--- src/rtl/atomrvcore_fetch_ctrl.sv ---
// -----------------------------------------------------------------------------
// atomrvcore_fetch_ctrl
// Fetch sequencer between the next-PC logic and instruction memory. Owns the
// fetch PC and runs a req/gnt/rvalid handshake with at most one request
// outstanding. Returned words are buffered with their PCs and handed to decode
// over valid/ready. Redirects flush everything in flight and restart fetching.
//
// Optional build macro: FETCH_MISALIGN_TRAP_EN
//   defined   : a redirect to a non-word-aligned target parks the fetcher in
//               TRAP (no requests, fetch_misalign_o=1, if_pc_o=raw target)
//               until an aligned redirect or reset.
//   undefined : target low bits are silently cleared, fetch_misalign_o=0.
//
// Ports
//   clk_i, PCrst_i        clock, async active-low reset
//   imem_req_o/addr_o     fetch request and word-aligned address
//   imem_gnt_i            request accepted this cycle
//   imem_rvalid_i/rdata_i response (1+ cycles after gnt)
//   redirect_i/pc_i       control-flow change and its target
//   if_valid_o/ready_i    decode handshake on the buffer head
//   if_instr_o/if_pc_o    head instruction and its PC (0 while empty)
//   fetch_misalign_o      misaligned-redirect flag
//
// state | meaning
// IDLE  | one cycle after reset release, responses ignored
// REQ   | request presented at fetch_pc until granted
// WAIT  | one request outstanding, push its response
// DRAIN | request from before a redirect outstanding, drop its response
// HOLD  | buffer full, wait for decode to pop
// TRAP  | misaligned redirect target, fetching stopped (macro builds only)
// -----------------------------------------------------------------------------
module atomrvcore_fetch_ctrl #(
  parameter int unsigned          DATAWIDTH = 32,
  parameter logic [DATAWIDTH-1:0] RESET_PC  = '0,
  parameter int unsigned          BUF_DEPTH = 2
) (
  input  logic                 clk_i,
  input  logic                 PCrst_i,
  output logic                 imem_req_o,
  output logic [DATAWIDTH-1:0] imem_addr_o,
  input  logic                 imem_gnt_i,
  input  logic                 imem_rvalid_i,
  input  logic [DATAWIDTH-1:0] imem_rdata_i,
  input  logic                 redirect_i,
  input  logic [DATAWIDTH-1:0] redirect_pc_i,
  output logic                 if_valid_o,
  input  logic                 if_ready_i,
  output logic [DATAWIDTH-1:0] if_instr_o,
  output logic [DATAWIDTH-1:0] if_pc_o,
  output logic                 fetch_misalign_o
);

  localparam int unsigned   PW       = $clog2(BUF_DEPTH);
  localparam int unsigned   CW       = $clog2(BUF_DEPTH + 1);
  localparam logic [CW-1:0] LP_DEPTH = CW'(BUF_DEPTH);

  typedef enum logic [2:0] {
    S_IDLE  = 3'd0,
    S_REQ   = 3'd1,
    S_WAIT  = 3'd2,
    S_DRAIN = 3'd3,
    S_HOLD  = 3'd4
`ifdef FETCH_MISALIGN_TRAP_EN
    , S_TRAP = 3'd5
`endif
  } state_t;

  state_t               r_state, w_state_next;
  logic [DATAWIDTH-1:0] r_fetch_pc, r_req_pc;
  logic [DATAWIDTH-1:0] r_buf_pc    [BUF_DEPTH];
  logic [DATAWIDTH-1:0] r_buf_instr [BUF_DEPTH];
  logic [PW-1:0]        r_wr_ptr, r_rd_ptr;
  logic [CW-1:0]        r_count, w_count_next;
  logic                 w_req, w_grant, w_redirect, w_push, w_pop, w_in_flight;
  logic [DATAWIDTH-1:0] w_target;
  logic [DATAWIDTH-1:0] w_head_pc;

  assign w_target   = {redirect_pc_i[DATAWIDTH-1:2], 2'b00};
  // Requests are only presented when a push cannot overflow the buffer.
  assign w_req      = (r_state == S_REQ) && (r_count < LP_DEPTH);
  assign w_grant    = w_req && imem_gnt_i;
  assign w_redirect = redirect_i && (r_state != S_IDLE);
  assign w_push     = (r_state == S_WAIT) && imem_rvalid_i && !w_redirect;
  assign w_pop      = if_valid_o && if_ready_i && !w_redirect;
  // A response is still owed after this edge: must be drained, not pushed.
  assign w_in_flight = (((r_state == S_WAIT) || (r_state == S_DRAIN)) && !imem_rvalid_i)
                       || w_grant;

`ifdef FETCH_MISALIGN_TRAP_EN
  logic                 r_misalign;
  logic [DATAWIDTH-1:0] r_trap_pc;
  logic                 w_redirect_mis;

  assign w_redirect_mis = (redirect_pc_i[1:0] != 2'b00);

  always_ff @(posedge clk_i or negedge PCrst_i) begin
    if (!PCrst_i) begin
      r_misalign <= 1'b0;
      r_trap_pc  <= '0;
    end else if (w_redirect) begin
      r_misalign <= w_redirect_mis;
      r_trap_pc  <= redirect_pc_i;
    end
  end

  assign fetch_misalign_o = r_misalign;
  assign if_pc_o          = r_misalign ? r_trap_pc : w_head_pc;
`else
  logic w_unused_lsbs;
  assign w_unused_lsbs    = ^redirect_pc_i[1:0];
  assign fetch_misalign_o = 1'b0;
  assign if_pc_o          = w_head_pc;
`endif

  always_comb begin
    w_count_next = r_count;
    if (w_push && !w_pop) begin
      w_count_next = r_count + CW'(1);
    end else if (!w_push && w_pop) begin
      w_count_next = r_count - CW'(1);
    end
  end

  always_comb begin
    w_state_next = r_state;
    case (r_state)
      S_IDLE:  w_state_next = S_REQ;
      S_REQ:   if (w_grant) w_state_next = S_WAIT;
      S_WAIT:  if (imem_rvalid_i) w_state_next = (w_count_next < LP_DEPTH) ? S_REQ : S_HOLD;
      S_HOLD:  if (r_count < LP_DEPTH) w_state_next = S_REQ;
`ifdef FETCH_MISALIGN_TRAP_EN
      S_DRAIN: if (imem_rvalid_i) w_state_next = r_misalign ? S_TRAP : S_REQ;
      S_TRAP:  w_state_next = S_TRAP;
`else
      S_DRAIN: if (imem_rvalid_i) w_state_next = S_REQ;
`endif
      default: w_state_next = S_IDLE;
    endcase
    if (w_redirect) begin
      if (w_in_flight) begin
        w_state_next = S_DRAIN;
`ifdef FETCH_MISALIGN_TRAP_EN
      end else if (w_redirect_mis) begin
        w_state_next = S_TRAP;
`endif
      end else begin
        w_state_next = S_REQ;
      end
    end
  end

  always_ff @(posedge clk_i or negedge PCrst_i) begin
    if (!PCrst_i) begin
      r_state    <= S_IDLE;
      r_fetch_pc <= RESET_PC;
      r_req_pc   <= '0;
    end else begin
      r_state <= w_state_next;
      if (w_redirect) begin
        r_fetch_pc <= w_target;
      end else if (w_grant) begin
        r_fetch_pc <= r_fetch_pc + DATAWIDTH'(4);
      end
      if (w_grant) begin
        r_req_pc <= r_fetch_pc;
      end
    end
  end

  always_ff @(posedge clk_i or negedge PCrst_i) begin
    if (!PCrst_i) begin
      r_wr_ptr <= '0;
      r_rd_ptr <= '0;
      r_count  <= '0;
    end else if (w_redirect) begin
      r_wr_ptr <= '0;
      r_rd_ptr <= '0;
      r_count  <= '0;
    end else begin
      if (w_push) r_wr_ptr <= r_wr_ptr + PW'(1);
      if (w_pop)  r_rd_ptr <= r_rd_ptr + PW'(1);
      r_count <= w_count_next;
    end
  end

  always_ff @(posedge clk_i) begin
    if (w_push) begin
      r_buf_pc[r_wr_ptr]    <= r_req_pc;
      r_buf_instr[r_wr_ptr] <= imem_rdata_i;
    end
  end

  assign imem_req_o  = w_req;
  assign imem_addr_o = r_fetch_pc;
  assign if_valid_o  = (r_count != '0);
  assign w_head_pc   = if_valid_o ? r_buf_pc[r_rd_ptr] : '0;
  assign if_instr_o  = if_valid_o ? r_buf_instr[r_rd_ptr] : '0;

endmodule

--- config.mk ---
export PLATFORM = sky130hd
export DESIGN_NAME = atomrvcore_fetch_ctrl
export DESIGN_NICKNAME = d
export VERILOG_FILES = /design/src/rtl/atomrvcore_fetch_ctrl.sv
export SDC_FILE = /design/constraint.sdc
export NUM_CORES = 1
export LEC_CHECK = 0
export ABC_AREA = 1
export CORE_MARGIN = 10
export CORE_UTILIZATION = 47
export CTS_CLUSTER_DIAMETER = 200
export CTS_CLUSTER_SIZE = 24
export DETAILED_ROUTE_END_ITERATION = 16
export GPL_TIMING_DRIVEN = 0
export PLACE_DENSITY_LB_ADDON = 0.12
export SLEW_MARGIN = 25
export SYNTH_ARGS = -nofsm -noshare
export SYNTH_HDL_FRONTEND = slang
export SYNTH_SLANG_ARGS = --single-unit
--- constraint.sdc ---
create_clock -name clk_i -period 3.9 [get_ports clk_i]
set_input_delay 0.78 -clock clk_i [delete_from_list [all_inputs] [get_ports clk_i]]
set_output_delay 0.78 -clock clk_i [all_outputs]
set_load 0.03 [all_outputs]
==> flow_summary.json <==
{
  "fin_cells": 1276,
  "endpoint": "if_pc_o[14]",
  "r2r_start": "r_state[0]$_DFFE_PN0P_",
  "num_io_pins": 169,
  "cp.arrival_ns": 2.79,
  "synthArstFlopShare_pct": 35.1,
  "port_buffers": 161,
  "synthTopCellsByArea": "edfxtp_1, dfrtp_1, nor2_1, o21ai_0, nand2_1",
  "power_leakage_nw": 4.36,
  "skew_ns": 0.00954,
  "fmax_mhz": 280,
  "cts_sinks": 191,
  "crit_fanout": 10,
  "crit_start": "r_rd_ptr$_DFFE_PN0P_",
  "antenna_cells": 0,
  "dpl_worst_slack_ns": 0.764,
  "layout_min_cycle_time_ns": 3.57,
  "yosys_warnings": 0,
  "grt_pass1_vias": 6392,
  "synth_top_area_share_pct": 44.5,
  "wl_um": 21900,
  "synth_seq_cells": 191,
  "cts_buffer_depth": 2,
  "max_slew_margin_pct": 53.2,
  "synth_ff_type": "edfxtp_1",
  "fp-row-count": 48,
  "vias": 6522,
  "rr_worst_depth": 7,
  "synth_cells": 849,
  "die-area_um2": 23500,
  "ctsResizeCount": 0,
  "tightest_slew_ns": 0.700,
  "root_buffer": "clkbuf_16",
  "numCtsBuffers": 17,
  "seq_area_frac_synth_pct": 64.5,
  "holdBufCountCts": 0,
  "place.gp.congestion": 0.904,
  "finalMaxSlewViolations": 0,
  "core_um2": 17400,
  "grt_first_pass_wirelength_um": 34200,
  "total_power_w": 0.00875,
  "cts_tree": "built",
  "setup_violations": 0,
  "yosysMostFrequentCell": "nor2_1",
  "wire_per_inst_um": 17.2,
  "criticalPathCategory": "register to output port",
  "power_density_nw_per_um2": 792,
  "reg2reg_slack_ns": 1.27,
  "drt_iter0_drc": 564,
  "synth.cell_area_um2": 8370,
  "nets": 1110,
  "post_cts_buffers": 0,
  "hold_viol": 0,
  "fin_crit_sh_pct": 91.5,
  "synth_edf_count": 124,
  "grtUsageTotal_pct": 18.3,
  "ir_drop_mv": 0.449,
  "startpoint_type": "register",
  "setup_ws_ns": 0.332,
  "first_pass_iters": 5,
  "h-tree-depth": 4,
  "fp.dieW_um": 153,
  "gr-total-overflow": 0,
  "hp-class": "input port to asynchronous set/reset pin",
  "clk_latency_ns": 0.42,
  "worstReg2RegEnd": "r_buf_instr[1][11]$_DFFE_PP_",
  "drive_gt1_share_pct": 7.61,
  "hpwl_um": 16200,
  "clk_pin_slew_ns": 0.07,
  "floorplan.initialDensity_pct": 48.2,
  "ys_top_cells_by_count": "nor2_1, nand2_1, edfxtp_1, o21ai_0, dfrtp_1",
  "dp.cells": 1244,
  "grt_max_degree": 46,
  "area_delta_synth_final_pct": 32.0,
  "end_kind": "output port",
  "avgViaCountPerCell": 5.11,
  "antenna_found_initial": 0,
  "worstPathRequired_ns": 3.12,
  "avgSynthCellArea_um2": 9.86,
  "yosys.area.top_type": "edfxtp_1",
  "status": "complete, no violations",
  "yosys.cell_types.count": 33,
  "rsz0062_at_grt": "false",
  "fillers": 1448,
  "die_h_um": 153,
  "hold_slack_ns": 0.243,
  "drc": 0,
  "drv_cap": 0,
  "detail-route-antenna-nets": 0
}
power breakdown:
group	internal (W)	switching [W]	total (W)
Combinational	0.00137	0.00253	0.00390
Clock	0.00107	0.000735	0.00181
Sequential	0.00264	0.000415	0.00305
Total	0.00507	0.00368	0.00875
state kept, by name, summed over array words and instances, names as in the netlist:
| signal | cells |
|---|---|
| r_req_pc | 30 |
| r_count | 2 |
| r_state | 3 |
| r_rd_ptr | 1 |
| r_buf_pc | 60 |
| r_buf_instr | 64 |
| imem_addr_o | 30 |
| r_wr_ptr | 1 |
worst max-delay path, stage by stage, from the launching register on:
cell,delay (ns)
dfrtp_1,0.36
clkbuf_1,0.31
inv_2,0.32
clkbuf_1,0.40
nor2_1,0.10
nor2_1,0.14
clkdlybuf4s50_1,0.73
cell type report:
type	instances	area, um^2	area share, %
Sequential cell	191	5400	48.9
Multi-Input combinational cell	562	2580	23.3
Timing Repair Buffer	166	1750	15.8
Clock buffer	17	425	3.85
Tap cell	225	282	2.55
Inverter	60	225	2.04
Buffer	40	198	1.79
Clock inverter	15	193	1.74
cells by family after synthesis:
family	Yosys count	share of synthesized area [%]
simple gates	404	20.5
other cells	1	0.0448
fa+ha+maj	2	0.299
buf+inv	100	5.05
compound gates	145	8.91
xor+xnor	6	0.628
flops	191	64.5
metrics by stage:
stage / cell area [um^2] / utilization [%] / TNS (ns)
after floorplan: 8380 / - / -46.43
after global placement: 10300 / 59.2 / -318.17
after detailed placement: 10400 / 60.1 / 0
after CTS: 11000 / 63.6 / 0
after global routing: 11000 / 63.6 / 0
final: 11000 / 63.6 / 0
cell usage in the layout (no fill, tap or decap), types with 6 or more instances in the layout:
cell type / Yosys / layout
nor2_1: 188 / 186
clkdlybuf4s50_1: 0 / 160
nand2_1: 139 / 139
edfxtp_1: 124 / 124
o21ai_0: 105 / 105
dfrtp_1: 67 / 67
inv_1: 51 / 51
nand3_1: 39 / 39
clkbuf_1: 25 / 25
o21ai_1: 17 / 17
clkbuf_16: 0 / 17
a21oi_1: 11 / 11
buf_4: 9 / 10
nand4_1: 9 / 9
inv_2: 8 / 8
nor3_1: 8 / 8
o22ai_1: 7 / 7
nor2_4: 4 / 6
worst min-delay path by stage:
| stage | startpoint | slack (ns) | end |
|---|---|---|---|
| 2_1_floorplan | r_count[0]$_DFFE_PN0P_ | 0.43 | r_count[0]$_DFFE_PN0P_ |
| 3_3_place_gp | r_req_pc[30]$_DFFE_PN0P_ | 0.45 | r_buf_pc[0][30]$_DFFE_PP_ |
| 3_5_place_dp | r_req_pc[27]$_DFFE_PN0P_ | 0.46 | r_buf_pc[0][27]$_DFFE_PP_ |
| 4_1_cts | PCrst_i | 0.23 | imem_addr_o[25]$_DFFE_PN0P_ |
| 5_1_grt | PCrst_i | 0.25 | imem_addr_o[25]$_DFFE_PN0P_ |
| 6_report | PCrst_i | 0.24 | imem_addr_o[25]$_DFFE_PN0P_ |
per-layer routing:
layer  global-route usage (%)  share of wire (%)  vias to the layer above
met4                     5.04                1.3                        0
met2                     29.0                 46                      256
met3                     5.33                7.6                       20
met5                        0                  0                        -
met1                     24.0                 45                     3032
li1                         -                  -                     3214
Power figures use the tool's default switching activity.
